--- src/rtl/regbank_pkg.sv ---
// ============================================================================
// Module      : regbank_pkg
// Description : Shared types for the banked register file: write-back control
//               codes, sweep/run state encoding and the architectural-index to
//               physical-slot mapping used by the write and read paths.
// Revision    : 1.0 - initial release
// ============================================================================
`default_nettype none

package regbank_pkg;

  // Write-back operation selected by the control input; codes 6 and 7 act as NOP
  typedef enum logic [2:0] {
    NOP        = 3'd0,
    WB_ALU     = 3'd1,
    CLR_STACK  = 3'd2,
    WB_MEM     = 3'd3,
    ENTER_PRIV = 3'd4,
    RET_PRIV   = 3'd5
  } ctrl_e;

  // Post-reset initialisation sweep, then normal operation
  typedef enum logic [0:0] {
    INIT = 1'b0,
    RUN  = 1'b1
  } state_e;

  // Kind of physical storage an architectural index resolves to
  typedef enum logic [1:0] {
    SLOT_GPR = 2'd0,
    SLOT_SP  = 2'd1,
    SLOT_LR  = 2'd2,
    SLOT_PC  = 2'd3
  } slot_kind_e;

  // Physical slot: storage kind plus bank (1 = privileged copy, SP/LR only)
  typedef struct packed {
    slot_kind_e kind;
    logic       bank;
  } slot_t;

  // Resolve an architectural index under the current privilege mode
  function automatic slot_t map_slot(input int unsigned idx,
                                     input logic        priv,
                                     input int unsigned sp_idx,
                                     input int unsigned lr_idx,
                                     input int unsigned pc_idx);
    slot_t s;
    s.kind = SLOT_GPR;
    s.bank = 1'b0;
    if (idx == pc_idx) begin
      s.kind = SLOT_PC;
    end else if (idx == sp_idx) begin
      s.kind = SLOT_SP;
      s.bank = priv;
    end else if (idx == lr_idx) begin
      s.kind = SLOT_LR;
      s.bank = priv;
    end
    return s;
  endfunction

endpackage

`default_nettype wire

--- src/rtl/regbank_read_port.sv ---
// ============================================================================
// Module      : regbank_read_port
// Description : One registered read port: address decode with SP/LR banking,
//               zero-extended PC view and an optional same-cycle write bypass.
//               Bypass is enabled by defining REGBANK_BYPASS_EN.
// Revision    : 1.0 - initial release
// ============================================================================
`default_nettype none

module regbank_read_port
  import regbank_pkg::*;
#(
  parameter int unsigned REG_COUNT       = 16,
  parameter int unsigned REGISTER_LENGTH = 32,
  parameter int unsigned ADDR_WIDTH      = 32,
  parameter int unsigned RI              = 4,
  parameter int unsigned SP_INDEX        = 14,
  parameter int unsigned LR_INDEX        = 13,
  parameter int unsigned PC_INDEX        = 15
) (
  input  logic                       clk,
  input  logic                       rst,
  input  logic                       run,
  input  logic                       priv,
  input  logic [RI-1:0]              addr,
  input  logic [REGISTER_LENGTH-1:0] gpr [REG_COUNT],
  input  logic [REGISTER_LENGTH-1:0] sp_user,
  input  logic [REGISTER_LENGTH-1:0] sp_priv,
  input  logic [REGISTER_LENGTH-1:0] lr_user,
  input  logic [REGISTER_LENGTH-1:0] lr_priv,
  input  logic [ADDR_WIDTH-1:0]      pc,
  input  logic                       pc_we,
  input  logic [ADDR_WIDTH-1:0]      pc_d,
  input  logic                       sp_we,
  input  logic [REGISTER_LENGTH-1:0] sp_d,
  input  logic                       rd_we,
  input  logic [RI-1:0]              rd_idx,
  input  logic [REGISTER_LENGTH-1:0] rd_d,
  output logic [REGISTER_LENGTH-1:0] data
);

  slot_t                      w_slot;
  logic [REGISTER_LENGTH-1:0] w_stored;
  logic [REGISTER_LENGTH-1:0] w_next;

  assign w_slot = map_slot(32'(addr), priv, SP_INDEX, LR_INDEX, PC_INDEX);

  // Current stored value of the addressed slot, with banking applied
  always_comb begin
    w_stored = gpr[addr];
    case (w_slot.kind)
      SLOT_SP: w_stored = w_slot.bank ? sp_priv : sp_user;
      SLOT_LR: w_stored = w_slot.bank ? lr_priv : lr_user;
      SLOT_PC: w_stored = REGISTER_LENGTH'(pc);
      default: w_stored = gpr[addr];
    endcase
  end

`ifdef REGBANK_BYPASS_EN
  // Forward a committing write to the addressed slot; PC beats SP beats Rd
  always_comb begin
    w_next = w_stored;
    if (pc_we && (w_slot.kind == SLOT_PC)) begin
      w_next = REGISTER_LENGTH'(pc_d);
    end else if (sp_we && (w_slot.kind == SLOT_SP)) begin
      w_next = sp_d;
    end else if (rd_we && (addr == rd_idx)) begin
      w_next = rd_d;
    end
  end
`else
  // Without bypass the port always returns the pre-write value
  logic unused_bypass;
  assign unused_bypass = ^{pc_we, pc_d, sp_we, sp_d, rd_we, rd_idx, rd_d};

  always_comb begin
    w_next = w_stored;
  end
`endif

  // Output register; held at zero while the init sweep runs
  always_ff @(posedge clk or posedge rst) begin
    if (rst) begin
      data <= '0;
    end else if (!run) begin
      data <= '0;
    end else begin
      data <= w_next;
    end
  end

endmodule

`default_nettype wire

--- src/rtl/banked_reg_file.sv ---
// ============================================================================
// Module      : banked_reg_file
// Description : Parametrised register file owning PC, banked SP and LR (user /
//               privileged), two registered read ports and a post-reset
//               initialisation sweep with busy flag. Define REGBANK_BYPASS_EN
//               to forward same-cycle writes to the read ports.
// Revision    : 1.0 - initial release
// ============================================================================
`default_nettype none

module banked_reg_file
  import regbank_pkg::*;
#(
  parameter int unsigned                  REG_COUNT       = 16,
  parameter int unsigned                  REGISTER_LENGTH = 32,
  parameter int unsigned                  ADDR_WIDTH      = 32,
  parameter int unsigned                  DATA_AREA_START = 8192,
  parameter logic [REGISTER_LENGTH-1:0]   MAX_NUMBER      = '1,
  parameter int unsigned                  SP_INDEX        = 14,
  parameter int unsigned                  LR_INDEX        = 13,
  parameter int unsigned                  PC_INDEX        = 15,
  parameter logic [ADDR_WIDTH-1:0]        RESET_PC        = '0,
  localparam int unsigned                 RI              = $clog2(REG_COUNT)
) (
  input  logic                       slow_clock,
  input  logic                       reset,
  input  logic                       enable,
  input  logic                       privileged_mode,
  input  logic [2:0]                 control,
  input  logic [RI-1:0]              register_source_A,
  input  logic [RI-1:0]              register_source_B,
  input  logic [RI-1:0]              register_Dest,
  input  logic [REGISTER_LENGTH-1:0] ALU_result,
  input  logic [REGISTER_LENGTH-1:0] data_from_memory,
  input  logic [REGISTER_LENGTH-1:0] new_SP,
  input  logic [ADDR_WIDTH-1:0]      new_PC,
  input  logic                       should_branch,
  output logic [REGISTER_LENGTH-1:0] read_data_A,
  output logic [REGISTER_LENGTH-1:0] read_data_B,
  output logic [ADDR_WIDTH-1:0]      current_PC,
  output logic [REGISTER_LENGTH-1:0] current_SP,
  output logic [REGISTER_LENGTH-1:0] memory_output,
  output logic                       busy
);

  localparam logic [REGISTER_LENGTH-1:0] c_data_area = REGISTER_LENGTH'(DATA_AREA_START);
  localparam logic [RI-1:0]              c_last_idx  = RI'(REG_COUNT - 1);
  localparam logic [RI-1:0]              c_lr_idx    = RI'(LR_INDEX);

  state_e                     r_state;
  state_e                     w_state_next;
  logic [RI-1:0]              r_sweep;
  logic [REGISTER_LENGTH-1:0] r_gpr [REG_COUNT];
  logic [REGISTER_LENGTH-1:0] r_sp  [2];
  logic [REGISTER_LENGTH-1:0] r_lr  [2];
  logic [ADDR_WIDTH-1:0]      r_pc;

  logic                       w_run;
  logic                       w_commit;
  slot_t                      w_rd_slot;
  slot_t                      w_sweep_slot;
  slot_t                      w_wr_slot;
  logic                       w_is_wb;
  logic [REGISTER_LENGTH-1:0] w_wb_data;
  logic [ADDR_WIDTH-1:0]      w_pc_next;
  logic [REGISTER_LENGTH-1:0] w_sp_next;
  logic                       w_wr_we;
  logic [RI-1:0]              w_wr_idx;
  logic [REGISTER_LENGTH-1:0] w_wr_data;
  logic                       w_gpr_we;
  logic                       w_lr_we;
  logic                       w_lr_bank;
  logic [REGISTER_LENGTH-1:0] w_lr_data;

  assign w_run        = (r_state == RUN);
  assign w_commit     = w_run && enable;
  assign busy         = (r_state == INIT);
  assign current_PC   = r_pc;
  assign current_SP   = r_sp[privileged_mode];
  assign w_rd_slot    = map_slot(32'(register_Dest), privileged_mode, SP_INDEX, LR_INDEX, PC_INDEX);
  assign w_sweep_slot = map_slot(32'(r_sweep), 1'b0, SP_INDEX, LR_INDEX, PC_INDEX);
  assign w_wr_slot    = map_slot(32'(w_wr_idx), privileged_mode, SP_INDEX, LR_INDEX, PC_INDEX);
  assign w_is_wb      = (control == WB_ALU) || (control == WB_MEM);
  assign w_wb_data    = (control == WB_MEM) ? data_from_memory : ALU_result;
  assign w_gpr_we     = w_wr_we && (w_wr_slot.kind == SLOT_GPR);

  // Sweep until the last index has been written, then run
  always_comb begin
    w_state_next = r_state;
    if ((r_state == INIT) && (r_sweep == c_last_idx)) begin
      w_state_next = RUN;
    end
  end

  // Next PC / active SP on a committing edge; return-from-privilege wins
  always_comb begin
    w_pc_next = should_branch ? ALU_result[ADDR_WIDTH-1:0] : new_PC;
    if (control == RET_PRIV) begin
      w_pc_next = r_lr[1][ADDR_WIDTH-1:0];
    end
    w_sp_next = (control == CLR_STACK) ? MAX_NUMBER : new_SP;
  end

  // Architecturally visible register write (GPR or active LR) of this cycle
  always_comb begin
    w_wr_we   = 1'b0;
    w_wr_idx  = register_Dest;
    w_wr_data = w_wb_data;
    if (w_commit) begin
      if (w_is_wb) begin
        w_wr_we = (w_rd_slot.kind == SLOT_GPR) || (w_rd_slot.kind == SLOT_LR);
      end else if (control == CLR_STACK) begin
        w_wr_we   = 1'b1;
        w_wr_idx  = '0;
        w_wr_data = c_data_area;
      end else if (control == ENTER_PRIV) begin
        // Only visible at LR_INDEX when the privileged bank is active
        w_wr_we   = privileged_mode;
        w_wr_idx  = c_lr_idx;
        w_wr_data = REGISTER_LENGTH'(r_pc);
      end
    end
  end

  // Link register update: Rd write to the active LR, or privileged entry
  always_comb begin
    w_lr_we   = 1'b0;
    w_lr_bank = privileged_mode;
    w_lr_data = w_wb_data;
    if (w_commit) begin
      if (control == ENTER_PRIV) begin
        w_lr_we   = 1'b1;
        w_lr_bank = 1'b1;
        w_lr_data = REGISTER_LENGTH'(r_pc);
      end else if (w_is_wb && (w_rd_slot.kind == SLOT_LR)) begin
        w_lr_we = 1'b1;
      end
    end
  end

  // Control state, PC and banked SP/LR with asynchronous reset
  always_ff @(posedge slow_clock or posedge reset) begin
    if (reset) begin
      r_state <= INIT;
      r_sweep <= '0;
      r_pc    <= RESET_PC;
      r_sp[0] <= MAX_NUMBER;
      r_sp[1] <= MAX_NUMBER;
      r_lr[0] <= '0;
      r_lr[1] <= '0;
    end else begin
      r_state <= w_state_next;
      if (r_state == INIT) begin
        r_sweep <= r_sweep + 1'b1;
      end
      if (w_commit) begin
        r_pc                  <= w_pc_next;
        r_sp[privileged_mode] <= w_sp_next;
        if (w_lr_we) begin
          r_lr[w_lr_bank] <= w_lr_data;
        end
      end
    end
  end

  // General registers: cleared by the sweep, then written by write-back
  always_ff @(posedge slow_clock) begin
    if (r_state == INIT) begin
      if (w_sweep_slot.kind == SLOT_GPR) begin
        r_gpr[r_sweep] <= (r_sweep == '0) ? c_data_area : '0;
      end
    end else if (w_gpr_we) begin
      r_gpr[w_wr_idx] <= w_wr_data;
    end
  end

  // Combinational store-data view of Rd with banking applied
  always_comb begin
    memory_output = r_gpr[register_Dest];
    case (w_rd_slot.kind)
      SLOT_SP: memory_output = r_sp[w_rd_slot.bank];
      SLOT_LR: memory_output = r_lr[w_rd_slot.bank];
      SLOT_PC: memory_output = REGISTER_LENGTH'(r_pc);
      default: memory_output = r_gpr[register_Dest];
    endcase
  end

  regbank_read_port #(
    .REG_COUNT      (REG_COUNT),
    .REGISTER_LENGTH(REGISTER_LENGTH),
    .ADDR_WIDTH     (ADDR_WIDTH),
    .RI             (RI),
    .SP_INDEX       (SP_INDEX),
    .LR_INDEX       (LR_INDEX),
    .PC_INDEX       (PC_INDEX)
  ) u_read_a (
    .clk    (slow_clock),
    .rst    (reset),
    .run    (w_run),
    .priv   (privileged_mode),
    .addr   (register_source_A),
    .gpr    (r_gpr),
    .sp_user(r_sp[0]),
    .sp_priv(r_sp[1]),
    .lr_user(r_lr[0]),
    .lr_priv(r_lr[1]),
    .pc     (r_pc),
    .pc_we  (w_commit),
    .pc_d   (w_pc_next),
    .sp_we  (w_commit),
    .sp_d   (w_sp_next),
    .rd_we  (w_wr_we),
    .rd_idx (w_wr_idx),
    .rd_d   (w_wr_data),
    .data   (read_data_A)
  );

  regbank_read_port #(
    .REG_COUNT      (REG_COUNT),
    .REGISTER_LENGTH(REGISTER_LENGTH),
    .ADDR_WIDTH     (ADDR_WIDTH),
    .RI             (RI),
    .SP_INDEX       (SP_INDEX),
    .LR_INDEX       (LR_INDEX),
    .PC_INDEX       (PC_INDEX)
  ) u_read_b (
    .clk    (slow_clock),
    .rst    (reset),
    .run    (w_run),
    .priv   (privileged_mode),
    .addr   (register_source_B),
    .gpr    (r_gpr),
    .sp_user(r_sp[0]),
    .sp_priv(r_sp[1]),
    .lr_user(r_lr[0]),
    .lr_priv(r_lr[1]),
    .pc     (r_pc),
    .pc_we  (w_commit),
    .pc_d   (w_pc_next),
    .sp_we  (w_commit),
    .sp_d   (w_sp_next),
    .rd_we  (w_wr_we),
    .rd_idx (w_wr_idx),
    .rd_d   (w_wr_data),
    .data   (read_data_B)
  );

endmodule

`default_nettype wire
--- config.mk ---
export PLATFORM = sky130hd
export DESIGN_NAME = banked_reg_file
export DESIGN_NICKNAME = d
export VERILOG_FILES = /design/src/rtl/regbank_pkg.sv /design/src/rtl/regbank_read_port.sv /design/src/rtl/banked_reg_file.sv
export SDC_FILE = /design/constraint.sdc
export NUM_CORES = 2
export LEC_CHECK = 0
export BUFFER_PORTS_ARGS = -buffer_cell sky130_fd_sc_hd__buf_2
export CAP_MARGIN = 30
export CORE_ASPECT_RATIO = 1.75
export CORE_MARGIN = 5
export CORE_UTILIZATION = 45
export DETAILED_ROUTE_END_ITERATION = 16
export SLEW_MARGIN = 10
export SYNTH_ARGS = -nofsm -noshare
export SYNTH_HDL_FRONTEND = slang
export SYNTH_SLANG_ARGS = --single-unit
export TNS_END_PERCENT = 1
--- constraint.sdc ---
create_clock -name slow_clock -period 8.9 [get_ports slow_clock]
set_input_delay 0.445 -clock slow_clock [delete_from_list [all_inputs] [get_ports slow_clock]]
set_output_delay 0.445 -clock slow_clock [all_outputs]
set_load 0.03 [all_outputs]
# After elaboration in Yosys (flattened, before gate mapping)
# Cells that the tools add are included.
word_totals:
  register_bits: 741
  latch_bits: 0
  ram_bits: 0
  mem_bits_ro: 0
  input_bits: 148
  out_inout_bits: 161
  mem_count: 0
classes:
  n_addsub: 1
  mul: 0
  div_mod_pow: 0
  magnitude_cmp: 12
  eq_ne: 30
  n_shift: 0
  mux: 83
  n_bitwise: 9
  reduce_logical: 17
ops:
  columns: ["operator", "n"]
  rows:
  - ["2-to-1 mux 512 bit", 3]
  - ["2-to-1 mux 32 bit", 34]
  - ["bitwise mux 512 bit", 2]
  - ["binary-select mux 32 bit (select 4 bit)", 3]
  - ["case mux 32 bit (3 select lines)", 3]
  - ["demux 32 bit (select 4 bit)", 2]
  - ["bitwise mux 64 bit", 2]
  - ["demux 32 bit (select 1 bit)", 2]
  - ["== test 4 bit (second input constant)", 15]
  - ["2-to-1 mux 3 bit", 10]
  - [">= comparator 5 bit (second input constant)", 5]
  - ["NOT 4 -> 5 bit", 5]
  - ["2-to-1 mux 4 bit", 4]
  - ["2-to-1 mux 14 bit", 1]
  - ["== test 2 bit (second input constant)", 6]
  - ["2-to-1 mux 1 bit", 12]
  - ["less-than comparator 5 x 1 -> 1 bit (second input constant)", 2]
  - ["2-to-1 mux 2 bit", 5]
  - ["logical AND 1 bit", 8]
  - ["== test 2 x 1 -> 1 bit (second input constant)", 3]
  - ["== test 3 x 2 -> 1 bit (second input constant)", 2]
  - ["== test 3 bit (second input constant)", 2]
  - [">= comparator 2 bit (second input constant)", 3]
  - ["logical NOT 2 bit", 3]
  - ["10 further kinds", 15]

# Depth between registers and ports, before layout
depth:
  ltp_word: 13
  mapped_depth: 9

# By module
# Synthesis repeated with hierarchy kept, for this count alone.
unflattened:
  cells_unflattened: 4088
  hier_area_um2: 45612.5
by_module_without_submodules:
  columns: ["mod", "n_inst", "cells_each", "area_per_inst_um2"]
  rows:
  - ["banked_reg_file", 1, 2666, 32650.1]
  - ["regbank_read_port", 2, 711, 6481.2]

# Worst setup path after synthesis
# No wires, ideal clock.
synth_path:
  path_kind: "input to register"
  startpoint: "in register_Dest[0]"
  endpoint: "reg r_gpr[288] in the netlist's numbering, enable pin"
  setup_ns: 0.432
  t_arrival_ns: 3.124
  t_required_ns: 8.468
  setup_slack_ns: 5.344
  stages: 7
  path_buffers: 4
  cell_sequence: "buf_2 buf_6 buf_4 buf_4 nor3_2 nand2_1 a21oi_1"
synth_via:
  elab_chain_cells: 12
  word_cells_on_any_way: 25
  classes_between: "eq/ne (8); mux (12); reduce/logical (5)"
synth_rtl:
  columns: ["element", "line", "rtl"]
  rows:
  - ["start: declaration", "banked_reg_file.sv:32", "input logic [RI-1:0] register_Dest,"]
  - ["2-to-1 mux 4 bit", "banked_reg_file.sv:116", "end else if (control == ENTER_PRIV) begin"]
  - ["2-to-1 mux 4 bit", "banked_reg_file.sv:112", "end else if (control == CLR_STACK) begin"]
  - ["2-to-1 mux 4 bit", "banked_reg_file.sv:110", "if (w_is_wb) begin"]
  - ["2-to-1 mux 4 bit", "banked_reg_file.sv:109", "if (w_commit) begin"]
  - ["== test 4 bit", "regbank_pkg.sv:56", "end else if (idx == lr_idx) begin"]
  - ["2-to-1 mux 3 bit", "regbank_pkg.sv:56", null]
  - ["2-to-1 mux 3 bit", "regbank_pkg.sv:53", "end else if (idx == sp_idx) begin"]
  - ["2-to-1 mux 2 bit", "regbank_pkg.sv:51", "if (idx == pc_idx) begin"]
  - ["logical NOT 2 bit", "banked_reg_file.sv:85", "assign w_gpr_we = w_wr_we && (w_wr_slot.kind == SLOT_GPR);"]
  - ["logical AND 1 bit (*)", "banked_reg_file.sv:85", null]
  - ["inequality test 2 x 1 -> 1 bit (no source line) (*)", null, null]
  - ["AND reduction 2 bit (no source line) (*)", null, null]
  - ["end signal: indexed assignment", "banked_reg_file.sv:170", "r_gpr[r_sweep] <= (r_sweep == '0) ? c_data_area : '0;"]
  - ["end signal: indexed assignment", "banked_reg_file.sv:173", "r_gpr[w_wr_idx] <= w_wr_data;"]
  - ["end: declaration", "banked_reg_file.sv:53", "logic [REGISTER_LENGTH-1:0] r_gpr [REG_COUNT];"]
# Every way passes the cells marked *; elsewhere a longest branch is shown, timed or not.
# A chain may end at the register's enable or synchronous reset.

# Worst setup path after layout
layout_path:
  startpoint: "in register_Dest[0]"
  endpoint: "out memory_output[10]"
layout_via:
  elab_chain_cells: 9
  word_cells_on_any_way: 22
  classes_between: "eq/ne (6); mux (14); bitwise (2)"
layout_rtl:
  columns: ["element", "line", "rtl"]
  rows:
  - ["== test 4 bit", "regbank_pkg.sv:56", null]
  - ["2-to-1 mux 3 bit", "regbank_pkg.sv:56", null]
  - ["2-to-1 mux 3 bit", "regbank_pkg.sv:53", null]
  - ["2-to-1 mux 1 bit", "regbank_pkg.sv:51", null]
  - ["NOT 1 -> 2 bit (not written as such)", "banked_reg_file.sv:181, banked_reg_file.sv:182", null]
  - ["2-to-1 mux 32 bit, on equally long branches (3 in series)", "banked_reg_file.sv:182, banked_reg_file.sv:181", null]
  - ["case mux 32 bit (3 select lines) (*)", "banked_reg_file.sv:180", "case (w_rd_slot.kind)"]
  - ["end: declaration", "banked_reg_file.sv:42", "output logic [REGISTER_LENGTH-1:0] memory_output,"]
# Every way passes the cells marked *; elsewhere a longest branch is shown, timed or not. The select of a mux whose other input is x is not followed.

==> impl_metrics.xml <==
<?xml version="1.0" encoding="UTF-8"?>
<metrics>
  <group name="run_status">
    <metric name="status" unit="">finished clean</metric>
  </group>
  <group name="timing">
    <metric name="post-route-min-period" unit="ns">4.63</metric>
    <metric name="tightestPinTransition" unit="ns">1.18</metric>
    <metric name="final-max-slew-violation-count" unit="">0</metric>
    <metric name="timing.setup.tns" unit="ns">0</metric>
    <metric name="report.final.hold_viol_count" unit="">0</metric>
    <metric name="max-slew-margin-rel" unit="">0.214</metric>
    <metric name="clock_skew" unit="ns">0.0318</metric>
    <metric name="timing.final.crit_share" unit="">0.520</metric>
    <metric name="fmax" unit="MHz">216</metric>
    <metric name="report.final.setup_viol" unit="">0</metric>
    <metric name="unrepaired_setup_endpoints_after_global_routing" unit="">false</metric>
  </group>
  <group name="route">
    <metric name="met3_length" unit="um">20700</metric>
    <metric name="drt_first_iter_violations" unit="">5183</metric>
    <metric name="highest_layer" unit="">met5</metric>
    <metric name="antenna_violating_nets_post_route" unit="">0</metric>
    <metric name="vias" unit="">34100</metric>
    <metric name="avgRoutedWirePerCell" unit="um">36.9</metric>
    <metric name="wl_met1" unit="um">59300</metric>
    <metric name="detailedRoute.firstPassIterationCount" unit="">6</metric>
    <metric name="route.met2.wl" unit="um">85400</metric>
    <metric name="remaining_drc_errors" unit="">0</metric>
    <metric name="routed_wirelength" unit="um">185000</metric>
    <metric name="post_drt_via_cell_ratio" unit="">6.80</metric>
  </group>
  <group name="cells_and_area">
    <metric name="design_area" unit="um^2">46900</metric>
    <metric name="final_layout_size_suffix_gt1_frac" unit="">0.291</metric>
    <metric name="number_of_cells_in_the_finished_layout_apart_from_fillers" unit="">5010</metric>
    <metric name="final_nets" unit="">3892</metric>
    <metric name="areaGrowthSynthToFinish" unit="%">13.8</metric>
  </group>
  <group name="placed_design">
    <metric name="place_area" unit="um^2">44300</metric>
    <metric name="dp_cells" unit="">4848</metric>
    <metric name="hpwlAfterDp" unit="um">130000</metric>
    <metric name="gp_congestion" unit="">1.05</metric>
    <metric name="portBuffers" unit="">308</metric>
  </group>
  <group name="worst_setup_path">
    <metric name="reg2reg_depth" unit="">8</metric>
    <metric name="critical_path_sink" unit="">memory_output[10]</metric>
    <metric name="critPathRequiredTime" unit="ns">8.46</metric>
    <metric name="rr_endpoint" unit="">r_gpr[225]</metric>
    <metric name="setup_crit_path_kind" unit="">primary input to primary output</metric>
    <metric name="endpoint_kind" unit="">primary output</metric>
    <metric name="timing.reg2reg.setup_slack" unit="ns">4.63</metric>
    <metric name="r2r-start" unit="">r_state</metric>
    <metric name="crit_path_max_fanout" unit="">35</metric>
    <metric name="crit_start" unit="">register_Dest[0]</metric>
    <metric name="setup.worst_path.start_class" unit="">primary input</metric>
    <metric name="cp_data_arrival_time" unit="ns">4.18</metric>
  </group>
  <group name="clock_network">
    <metric name="cts-root-buf" unit="">sky130_fd_sc_hd__clkbuf_16</metric>
    <metric name="cts_buffer_count" unit="">72</metric>
    <metric name="clkLatencyLatePin" unit="ns">0.68</metric>
    <metric name="cts_sinks" unit="">720</metric>
    <metric name="cts.path.max_buffers" unit="">3</metric>
    <metric name="cts_post_setup_buffers_inserted" unit="">0</metric>
    <metric name="clk_pin_slew_worst_paths" unit="ns">0.07</metric>
    <metric name="cts_max_level" unit="">3</metric>
    <metric name="cts_tree" unit="">done</metric>
  </group>
  <group name="floorplan">
    <metric name="die_w" unit="um">239</metric>
    <metric name="die_ar" unit="um^2">98000</metric>
    <metric name="floorplan_die_height" unit="um">410</metric>
    <metric name="initial_core_util" unit="">0.451</metric>
    <metric name="io_pins" unit="">309</metric>
    <metric name="core" unit="um^2">91400</metric>
    <metric name="rows" unit="">147</metric>
  </group>
  <group name="yosys">
    <metric name="post_synth_inst_count" unit="">3506</metric>
    <metric name="asyncSetResetFlopFracSynth" unit="">0.318</metric>
    <metric name="library_cells_used_by_synthesis" unit="">60</metric>
    <metric name="number_of_enable_type_register_cells_in_the_synthesized_netlist" unit="">491</metric>
    <metric name="ys_seq_area_frac" unit="">0.498</metric>
    <metric name="flip_flop_and_latch_count_after_synthesis" unit="">720</metric>
    <metric name="synth-warning-count" unit="">0</metric>
    <metric name="ys.flop_type" unit="">sky130_fd_sc_hd__edfxtp_1</metric>
    <metric name="syn_avg_cell_area" unit="um^2">11.8</metric>
    <metric name="mappedNetlistArea" unit="um^2">41200</metric>
  </group>
  <group name="global_route">
    <metric name="global_route.usage.total" unit="">0.369</metric>
    <metric name="globalRouteOverflowTotal" unit="">0</metric>
    <metric name="grt_start_max_net_pins" unit="">124</metric>
    <metric name="first_global_vias" unit="">32700</metric>
    <metric name="grt_first_pass_wirelength" unit="um">256000</metric>
    <metric name="antenna_found_initial" unit="">23</metric>
  </group>
  <group name="power_and_ir_drop">
    <metric name="power_leakage" unit="nW">18.8</metric>
    <metric name="cellPowerDensity" unit="nW/um^2">188</metric>
    <metric name="irDropWorstVdd" unit="mV">0.136</metric>
  </group>
  <group name="hold_path">
    <metric name="hold_class" unit="">primary input to flop</metric>
  </group>
  <group name="job">
    <metric name="maxCapViolations" unit="">0</metric>
  </group>
</metrics>
[repair_timing]
action / CTS / global route
resized for setup: 0 / 0
hold buffers: 1 / 0
endpoints found under the hold margin: 29 / 0
[cells by family (layout without fill, tap and decap cells)]
group,Yosys count,count (layout),synth area share
flip-flops,720,720,0.498
multiplexers,589,589,0.239
XOR/XNOR,4,4,0.000850
other,1,97,0.0000909
buffers and inverters,387,603,0.0413
AND/OR/NAND/NOR,1014,1014,0.101
AO/OA/AOI/OAI,787,787,0.119
adder cells (fa/ha/maj),4,4,0.00121
[cell type report]
type,instances,area [um^2]
Antenna cell,22,55.1
Clock buffer,97,2030
Clock inverter,33,439
Fill cell,7979,44500
Inverter,38,150
Multi-Input combinational cell,2473,19500
Sequential cell,720,20600
Tap cell,1192,1490
Timing Repair Buffer,435,2670
[routing by layer]
layer / GRT usage / vias up
met5: 0 / -
met4: 0.277 / 14
met3: 0.102 / 743
met2: 0.588 / 2703
met1: 0.423 / 16900
li1: - / 13600
[state kept, by name, indices dropped and copies added, names as in the netlist]
| register | count |
|---|---|
| r_gpr | 491 |
| r_lr | 64 |
| r_sp | 64 |
| current_PC | 32 |
| u_read_a.data | 32 |
| u_read_b.data | 32 |
| r_sweep | 4 |
| r_state | 1 |
[worst max-delay path, cell delays in order]
cell	delay, ns
sky130_fd_sc_hd__buf_6	0.39
sky130_fd_sc_hd__buf_4	0.71
sky130_fd_sc_hd__mux4_2	0.58
sky130_fd_sc_hd__nor2b_1	0.15
sky130_fd_sc_hd__a211oi_1	0.84
sky130_fd_sc_hd__a31oi_1	0.37
sky130_fd_sc_hd__a21boi_0	0.31
sky130_fd_sc_hd__buf_2	0.28
[stage by stage]
stage / hold slack [ns] / worst slack (ns) / power, W / utilization
after floorplan: 0.446 / 2.28 / 0.00478 / -
after global placement: 0.462 / 4.35 / 0.00549 / 0.482
after detailed placement: 0.471 / 4.33 / 0.00551 / 0.484
after CTS: 0.0443 / 4.33 / 0.00876 / 0.511
after global routing: 0.0727 / 4.16 / 0.00901 / 0.513
final: 0.0645 / 4.27 / 0.00882 / 0.513
[how the worst min path moves through the flow]
| stage | from | to | cells after the start |
|---|---|---|---|
| finish | new_SP[24] | r_sp[24] | 3 |
| floorplan | r_lr[48] | r_lr[48] | 2 |
| global placement | r_lr[54] | r_lr[54] | 2 |
| global route | new_SP[24] | r_sp[24] | 3 |
| CTS | new_SP[0] | r_sp[32] | 3 |
| detailed placement | r_lr[61] | r_lr[61] | 2 |
[Yosys cell counts (3+ instances only)]
master                     instances  area (um^2)
sky130_fd_sc_hd__nor2_1          597         2240
sky130_fd_sc_hd__edfxtp_1        491        14700
sky130_fd_sc_hd__mux4_2          305         6870
sky130_fd_sc_hd__o21ai_0         282         1410
sky130_fd_sc_hd__nand2_1         277         1040
sky130_fd_sc_hd__clkbuf_1        186          698
sky130_fd_sc_hd__mux2i_1         180         1800
sky130_fd_sc_hd__dfrtp_1         165         4130
sky130_fd_sc_hd__buf_2           130          651
sky130_fd_sc_hd__a21oi_1         128          641
sky130_fd_sc_hd__mux2_2          104         1170
sky130_fd_sc_hd__o22ai_1          73          457
sky130_fd_sc_hd__dfstp_2          64         1680
sky130_fd_sc_hd__o221ai_1         51          447
sky130_fd_sc_hd__a211oi_1         48          360
sky130_fd_sc_hd__nor2b_1          47          294
sky130_fd_sc_hd__a22oi_1          41          308
sky130_fd_sc_hd__inv_1            37          139
sky130_fd_sc_hd__a221oi_1         32          280
sky130_fd_sc_hd__a21oi_2          31          272
sky130_fd_sc_hd__nor3_1           27          135
sky130_fd_sc_hd__buf_4            19          143
sky130_fd_sc_hd__a31oi_1          18          113
sky130_fd_sc_hd__nand3_1          18         90.1
sky130_fd_sc_hd__o211ai_1         18          135
sky130_fd_sc_hd__o21ai_1          16         80.1
sky130_fd_sc_hd__a21boi_0         14          105
sky130_fd_sc_hd__buf_1            12         45.0
sky130_fd_sc_hd__nand2b_1         11         68.8
sky130_fd_sc_hd__o21a_1           11         82.6
sky130_fd_sc_hd__o311ai_0          8         70.1
sky130_fd_sc_hd__and2_1            6         37.5
sky130_fd_sc_hd__nand3b_1          5         37.5
sky130_fd_sc_hd__ha_1              4         50.1
sky130_fd_sc_hd__nand4_1           4         25.0
sky130_fd_sc_hd__or2_2             4         25.0
sky130_fd_sc_hd__or3_1             4         25.0
sky130_fd_sc_hd__nor3b_1           3         22.5
sky130_fd_sc_hd__o22a_1            3         26.3
sky130_fd_sc_hd__xnor2_1           3         26.3
[cell usage in the layout, fill, tap and decap left out, drive strengths merged, types with 73 or more instances in the layout]
cell type	instances
nand2	278
mux2i	180
dfrtp	165
edfxtp	491
a21oi	159
mux2	104
o22ai	73
nor2	598
mux4	305
clkbuf	100
conb	75
buf	430
o21ai	300
[power by group]
part,leakage (nW),total [W],switching (W),internal [W]
Combinational,9.45,0.00155,0.00110,0.000449
Clock,1.21,0.00330,0.00142,0.00188
Sequential,8.16,0.00398,0.000235,0.00374
(Power assumes the default switching activity.)
